==> config.mk <==
export PLATFORM = sky130hd
export DESIGN_NAME = uart_tx
export DESIGN_NICKNAME = d
export VERILOG_FILES = /design/src/rtl/uart_pkg.sv /design/src/rtl/uart_tx_hold_buf.sv /design/src/rtl/uart_tx.sv
export SDC_FILE = /design/constraint.sdc
export NUM_CORES = 1
export LEC_CHECK = 0
export BUFFER_PORTS_ARGS = -buffer_cell sky130_fd_sc_hd__buf_2
export CAP_MARGIN = 20
export CORE_UTILIZATION = 47
export DETAILED_ROUTE_END_ITERATION = 10
export PLACE_DENSITY_LB_ADDON = 0.05
export SLEW_MARGIN = 30
export SYNTH_ARGS = -nofsm -noshare
export SYNTH_HDL_FRONTEND = slang
export SYNTH_SLANG_ARGS = --single-unit
==> constraint.sdc <==
create_clock -name tx_clk -period 2.1 [get_ports tx_clk]
set_input_delay 0.315 -clock tx_clk [delete_from_list [all_inputs] [get_ports tx_clk]]
set_output_delay 0.315 -clock tx_clk [all_outputs]
set_load 0.1 [all_outputs]
==> src/rtl/uart_pkg.sv <==
// Shared UART definitions: transmitter state encoding, parity-type constants
// and the parity helper used by the transmitter.
package uart_pkg;

   typedef enum logic [2:0] {
      IDLE   = 3'd0,
      START  = 3'd1,
      DATA   = 3'd2,
      PARITY = 3'd3,
      STOP   = 3'd4
   } tx_state_e;

   localparam logic PAR_EVEN = 1'b0;
   localparam logic PAR_ODD  = 1'b1;

   // data_xor is the XOR-reduction of the payload; odd parity inverts it.
   function automatic logic parity_bit(input logic data_xor, input logic par_typ);
      return data_xor ^ (par_typ == PAR_ODD);
   endfunction

endpackage

==> src/rtl/uart_tx_hold_buf.sv <==
// One-entry hold buffer for uart_tx (payload + parity enable + parity type).
// Only instantiated when UART_TX_HOLD_BUF_EN is defined. The transmitter never
// pushes and pops in the same cycle: push needs the buffer empty, pop needs it full.
module uart_tx_hold_buf #(
   parameter int DATA_WIDTH = 8
) (
   input  logic                  clk,
   input  logic                  rst,
   input  logic                  push_i,
   input  logic                  pop_i,
   input  logic [DATA_WIDTH-1:0] data_i,
   input  logic                  par_en_i,
   input  logic                  par_typ_i,
   output logic                  full_o,
   output logic [DATA_WIDTH-1:0] data_o,
   output logic                  par_en_o,
   output logic                  par_typ_o
);

   logic                  full_q, full_d;
   logic [DATA_WIDTH-1:0] data_q, data_d;
   logic                  par_en_q, par_en_d;
   logic                  par_typ_q, par_typ_d;

   // Next-state: capture on push, release on pop.
   always_comb begin
      full_d    = full_q;
      data_d    = data_q;
      par_en_d  = par_en_q;
      par_typ_d = par_typ_q;
      if (push_i) begin
         full_d    = 1'b1;
         data_d    = data_i;
         par_en_d  = par_en_i;
         par_typ_d = par_typ_i;
      end else if (pop_i) begin
         full_d    = 1'b0;
      end
   end

   // Buffer registers with synchronous reset to empty.
   always_ff @(posedge clk) begin
      if (rst) begin
         full_q    <= 1'b0;
         data_q    <= '0;
         par_en_q  <= 1'b0;
         par_typ_q <= 1'b0;
      end else begin
         full_q    <= full_d;
         data_q    <= data_d;
         par_en_q  <= par_en_d;
         par_typ_q <= par_typ_d;
      end
   end

   assign full_o    = full_q;
   assign data_o    = data_q;
   assign par_en_o  = par_en_q;
   assign par_typ_o = par_typ_q;

endmodule

==> src/rtl/uart_tx.sv <==
// UART transmitter: start bit, DATA_WIDTH data bits LSB first, optional parity,
// one stop bit. One serial bit per tx_clk cycle; s_data_out is registered.
// Optional feature macro: UART_TX_HOLD_BUF_EN adds a one-entry hold buffer so a
// frame can be accepted while another is on the line.
//
// state  | meaning
// IDLE   | line high, waiting for a frame
// START  | start bit (0) on the line
// DATA   | payload bit cnt_q on the line
// PARITY | parity bit on the line (only when captured par_en=1)
// STOP   | stop bit (1) on the line; may chain directly into START
module uart_tx
   import uart_pkg::*;
#(
   parameter int DATA_WIDTH = 8
) (
   input  logic                  tx_clk,
   input  logic                  res,
   input  logic [DATA_WIDTH-1:0] p_data_in,
   input  logic                  data_valid_in,
   input  logic                  par_en_in,
   input  logic                  par_typ_in,
   output logic                  ready_out,
   output logic                  s_data_out,
   output logic                  busy_out
);

   localparam int               CNT_W    = (DATA_WIDTH > 1) ? $clog2(DATA_WIDTH) : 1;
   localparam logic [CNT_W-1:0] CNT_LAST = CNT_W'(DATA_WIDTH - 1);

   tx_state_e             state_q, state_d;
   logic [CNT_W-1:0]      cnt_q, cnt_d;
   logic [DATA_WIDTH-1:0] data_q, data_d;
   logic                  par_en_q, par_en_d;
   logic                  par_typ_q, par_typ_d;
   logic                  sdata_q, sdata_d;
   logic                  load;

   // Frame source and handshake; the source is the hold buffer when it holds a frame.
   logic                  accept;
   logic                  pending;
   logic [DATA_WIDTH-1:0] src_data;
   logic                  src_par_en;
   logic                  src_par_typ;

`ifdef UART_TX_HOLD_BUF_EN
   logic                  buf_full;
   logic [DATA_WIDTH-1:0] buf_data;
   logic                  buf_par_en;
   logic                  buf_par_typ;
   logic                  buf_push;
   logic                  buf_pop;
   logic                  load_direct;

   assign ready_out   = ~buf_full;
   assign accept      = data_valid_in & ready_out;
   assign pending     = buf_full;
   // Direct load when the line is free for a new frame and nothing is queued.
   assign load_direct = accept & ((state_q == IDLE) | ((state_q == STOP) & ~buf_full));
   assign buf_push    = accept & ~load_direct;
   assign buf_pop     = (state_q == STOP) & buf_full;
   assign src_data    = buf_full ? buf_data    : p_data_in;
   assign src_par_en  = buf_full ? buf_par_en  : par_en_in;
   assign src_par_typ = buf_full ? buf_par_typ : par_typ_in;

   uart_tx_hold_buf #(
      .DATA_WIDTH (DATA_WIDTH)
   ) u_hold_buf (
      .clk       (tx_clk),
      .rst       (res),
      .push_i    (buf_push),
      .pop_i     (buf_pop),
      .data_i    (p_data_in),
      .par_en_i  (par_en_in),
      .par_typ_i (par_typ_in),
      .full_o    (buf_full),
      .data_o    (buf_data),
      .par_en_o  (buf_par_en),
      .par_typ_o (buf_par_typ)
   );
`else
   assign ready_out   = (state_q == IDLE) | (state_q == STOP);
   assign accept      = data_valid_in & ready_out;
   assign pending     = 1'b0;
   assign src_data    = p_data_in;
   assign src_par_en  = par_en_in;
   assign src_par_typ = par_typ_in;
`endif

   // Next state, bit counter, frame capture and next serial bit.
   always_comb begin
      state_d   = state_q;
      cnt_d     = cnt_q;
      data_d    = data_q;
      par_en_d  = par_en_q;
      par_typ_d = par_typ_q;
      load      = 1'b0;
      sdata_d   = 1'b1;

      case (state_q)
         IDLE: begin
            if (accept) begin
               state_d = START;
               load    = 1'b1;
            end
         end
         START: begin
            state_d = DATA;
            cnt_d   = '0;
         end
         DATA: begin
            if (cnt_q == CNT_LAST) begin
               state_d = par_en_q ? PARITY : STOP;
            end else begin
               cnt_d = cnt_q + CNT_W'(1);
            end
         end
         PARITY: begin
            state_d = STOP;
         end
         STOP: begin
            if (pending | accept) begin
               state_d = START;
               load    = 1'b1;
            end else begin
               state_d = IDLE;
            end
         end
         default: begin
            state_d = IDLE;
         end
      endcase

      if (load) begin
         data_d    = src_data;
         par_en_d  = src_par_en;
         par_typ_d = src_par_typ;
      end

      // The line value is decided one cycle ahead so the output comes straight from a flop.
      case (state_d)
         START:   sdata_d = 1'b0;
         DATA:    sdata_d = data_q[cnt_d];
         PARITY:  sdata_d = parity_bit(^data_q, par_typ_q);
         default: sdata_d = 1'b1;
      endcase
   end

   // State and datapath registers; reset aborts any frame and returns the line high.
   always_ff @(posedge tx_clk) begin
      if (res) begin
         state_q   <= IDLE;
         cnt_q     <= '0;
         data_q    <= '0;
         par_en_q  <= 1'b0;
         par_typ_q <= 1'b0;
         sdata_q   <= 1'b1;
      end else begin
         state_q   <= state_d;
         cnt_q     <= cnt_d;
         data_q    <= data_d;
         par_en_q  <= par_en_d;
         par_typ_q <= par_typ_d;
         sdata_q   <= sdata_d;
      end
   end

   assign s_data_out = sdata_q;
   assign busy_out   = (state_q != IDLE);

endmodule

==> metrics.md <==
| Metric | Value |
|---|---|
| Multi-input logic area | 518.0 sq um |
| Final Wtd Congestion | 0.8047 |
| PnR worst setup slack | 0.08228 ns |
| Tcrit/Tclk final | 96.08% |
| Cts hold-fix bufs | 0 |
| Final WL | 1636 um |
| FF-to-FF path depth | 8 |
| Top post-synthesis cells by area | dfxtp_1 (39%), nand2_1 (9.8%), a21oi_1 (6.8%) |
| Grt ovf | 0 |
| Share of cells above drive strength 1 | 31.09% |
| Largest net degree at the start of global routing | 18 |
| Fin nets | 134 |
| Reg2reg start | cnt_q[0] |
| Crit-path max FO | 4 |
| Number of synthesized flops with an enable pin | 0 |
| Mapped Avg Cell Area | 8.771 sq um |
| Peak VDD IR | 0.0003566 V |
| Pint | 0.0004870 W |
| Leak | 0.4610 nW |
| Initial antenna violation count | 0 |
| Vias in the first global route | 626 |
| Sw frac | 32.15% |
| Status | completed |
| Syn nets | 114 |
| Critical Path End | s_data_out |
| Max Slew Vio Count | 0 |
| Num ports | 16 |
| Pre-CTS setup slack | -0.07125 ns |
| Slew @ Worst Pin | 0.4841 ns |
| Skew final | 0.01188 ns |
| 1st-pass router iterations | 4 |
| TritonCTS sink count | 17 |
| Antenna Cells | 0 |
| Sequential share of power | 50.2% |
| Class of the worst hold path | primary input to flip-flop |
| RSZ-0062 raised after global routing | no |
| Largest family of logic cells by synthesized area | simple AND/OR/NAND/NOR gates |
| Storage element area | 344.1 sq um |
| First-pass GRT wire length | 2622 um |
| Die Wd | 45.20 um |
| Mux contribution to synthesized area | 10.70% |
| Via density | 5.139 |
| Top cell type's share of synthesized area | 38.80% |
| Iter 0 DRT Violations | 5 |
| Xor and xnor area share after synthesis | 8.559% |
| Worst skew pair latency | 0.29 ns |
| Post-Syn Instances | 100 |
| CTS Buf Count | 3 |
| Critical Path RT | 2.28 ns |
| Post-Synth Adder-Cell Area | 1.427% |
| FILL cells | 170 |
| Final setup fails | 0 |
| Total track usage | 18.39% |
| CP startpoint | cnt_q[0] |
| Clk Tree Root Cell | clkbuf_4 |
| Syn. warnings | 0 |
| Fmax | 495.6 MHz |
| Minimum clock period | 2.018 ns |
| Cell Rows | 15 |
| Slew Limit Headroom | 67.95% |
| DRC violation count after routing | 0 |
| CTS tree | built |
| Yosys cell types | 31 |
| Maxcap violations | 0 |
| Crit path DAT | 2.19 ns |
| Mapped Area | 877.1 sq um |
| Routed WL per cell | 11.36 um |
| FF-to-FF End | s_data_out |
| Layout area overhead | 19.54% |
| Finished layout cell area | 0.001049 sq mm |
| Die area | 0.002043 sq mm |
| Area leader, netlist | dfxtp_1 |
| Synth Area in Compound Gates | 14.69% |
| Synth Area in Simple Gates | 20.54% |
| Clk slew on worst S/H paths | 0.10 ns |
| Post-synth top flop | dfxtp_1 |
| Hold violation total from the final report | 0 |
| Logic gate share of total power | 25.9% |
| DP HPWL | 1218 um |
| Sequential element share of the synthesized area | 38.80% |
| DR vias | 740 |
| Switching power | 0.0002308 W |
| Hold WS | 0.2469 ns |
| Placed instance area | 969.7 sq um |
| Post-synthesis register bit count | 17 |
| Worst reg2reg setup slack | 0.08 ns |
| Clock Path Buffers | 2 |
| Die Ht | 45.20 um |
| Post-route ant nets | 0 |
| Setup crit start kind | flip-flop |
| CP Class | flip-flop to flip-flop |
| Core ar. | 0.001745 sq mm |
| P per Cell Area | 684.6 mW/mm^2 |
| PortBufs | 15 |
| Ys async rst share | 0% |
| Starting Density | 50.25% |
| Worst setup EP type | flip-flop |
| H-Tree Depth | 1 |
| Clock power frac | 23.9% |
==> cells by family after synthesis <==
group / Yosys count
DFF: 17
buffers and inverters: 8
xor gates and xnor gates: 7
adders and majority gates: 1
muxes: 8
AOI/OAI and AO/OA: 21
and+or+nand+nor: 38
==> placed cells by master, fill, tap and decap left out, types with 2 or more instances in the layout <==
cell and n:
nor3_1 3, xnor2_1 4, clkbuf_4 3, inv_1 2, a21oi_1 12, buf_2 15, dfxtp_2 3, nor2_1 5
mux2i_1 6, xor2_1 2, buf_4 6, dfxtp_1 14, nand2_1 22
==> synth_stat cells, types with 2 or more instances <==
| cell type | count |
|---|---|
| buf_6 | 2 |
| dfxtp_1 | 17 |
| a21oi_1 | 12 |
| mux2i_1 | 6 |
| nand2_1 | 23 |
| nor2_1 | 6 |
| a22oi_1 | 2 |
| inv_1 | 2 |
| xnor2_1 | 4 |
| clkbuf_1 | 2 |
| nor3_1 | 3 |
| xor2_1 | 2 |
==> state kept, by name (all words and copies together), names as in the netlist <==
signal and flops:
data_q 8, cnt_q 3, state_q 3, par_en_q 1
par_typ_q 1, s_data_out 1
==> worst min-delay path by stage <==
stage / startpoint / cells after the start / end / slack (ns)
after detailed placement: par_typ_q / 2 / par_typ_q / 0.47
final: p_data_in[5] / 3 / data_q[5] / 0.25
after floorplan: par_typ_q / 2 / par_typ_q / 0.45
after global routing: p_data_in[5] / 3 / data_q[5] / 0.24
after global placement: par_typ_q / 2 / par_typ_q / 0.46
after CTS: p_data_in[5] / 3 / data_q[5] / 0.24
==> power by group through the flow <==
stage	Combinational [W]	Sequential (W)	Clock (W)
floorplan	0.000141	0.000376	0
global placement	0.000181	0.000367	0
detailed placement	0.000183	0.000367	0
CTS	0.000187	0.000360	0.000179
global route	0.000202	0.000363	0.000195
finish	0.000186	0.000360	0.000172
==> layer usage <==
metal / part of all wire (%) / track usage (%)
met5: 0 / 0
met3: 2.3 / 3.600
met2: 51 / 29.86
met1: 45 / 22.44
met4: 1.2 / 10.91
==> layout make-up <==
type / count / share of cell area [%]
multi-input cells: 75 / 49.40
flip-flops and latches: 17 / 32.82
inverters: 2 / 0.7160
clock buffers: 3 / 2.148
well taps: 25 / 2.983
clock inverters: 1 / 0.4773
repair buffers: 21 / 11.46
==> through the flow <==
step,power (W),setup TNS [ns],utilization [%],std cells
after floorplan,0.0005164,0,-,100
after global placement,0.0005484,0,55.56,136
after detailed placement,0.0005502,-0.07125,55.56,136
after CTS,0.0007257,0,59.28,143
after global routing,0.0007610,0,60.07,144
final,0.0007178,0,60.07,144
==> critical path, stage by stage, from the launching register on <==
cell and delay (ns):
dfxtp_2 0.35, ha_4 0.16, and4bb_1 0.23, nor3_4 0.20, buf_4 0.17, mux2i_1 0.18
mux4_2 0.25, a21oi_1 0.06, a311o_2 0.30
==> what timing repair did <==
item	4_1_cts	5_1_grt
pin swaps	3	1
setup buffers	3	1
resized for setup	4	2
setup endpoints to repair	1	1
cloned	0	0
Power figures use the tool's default switching activity.
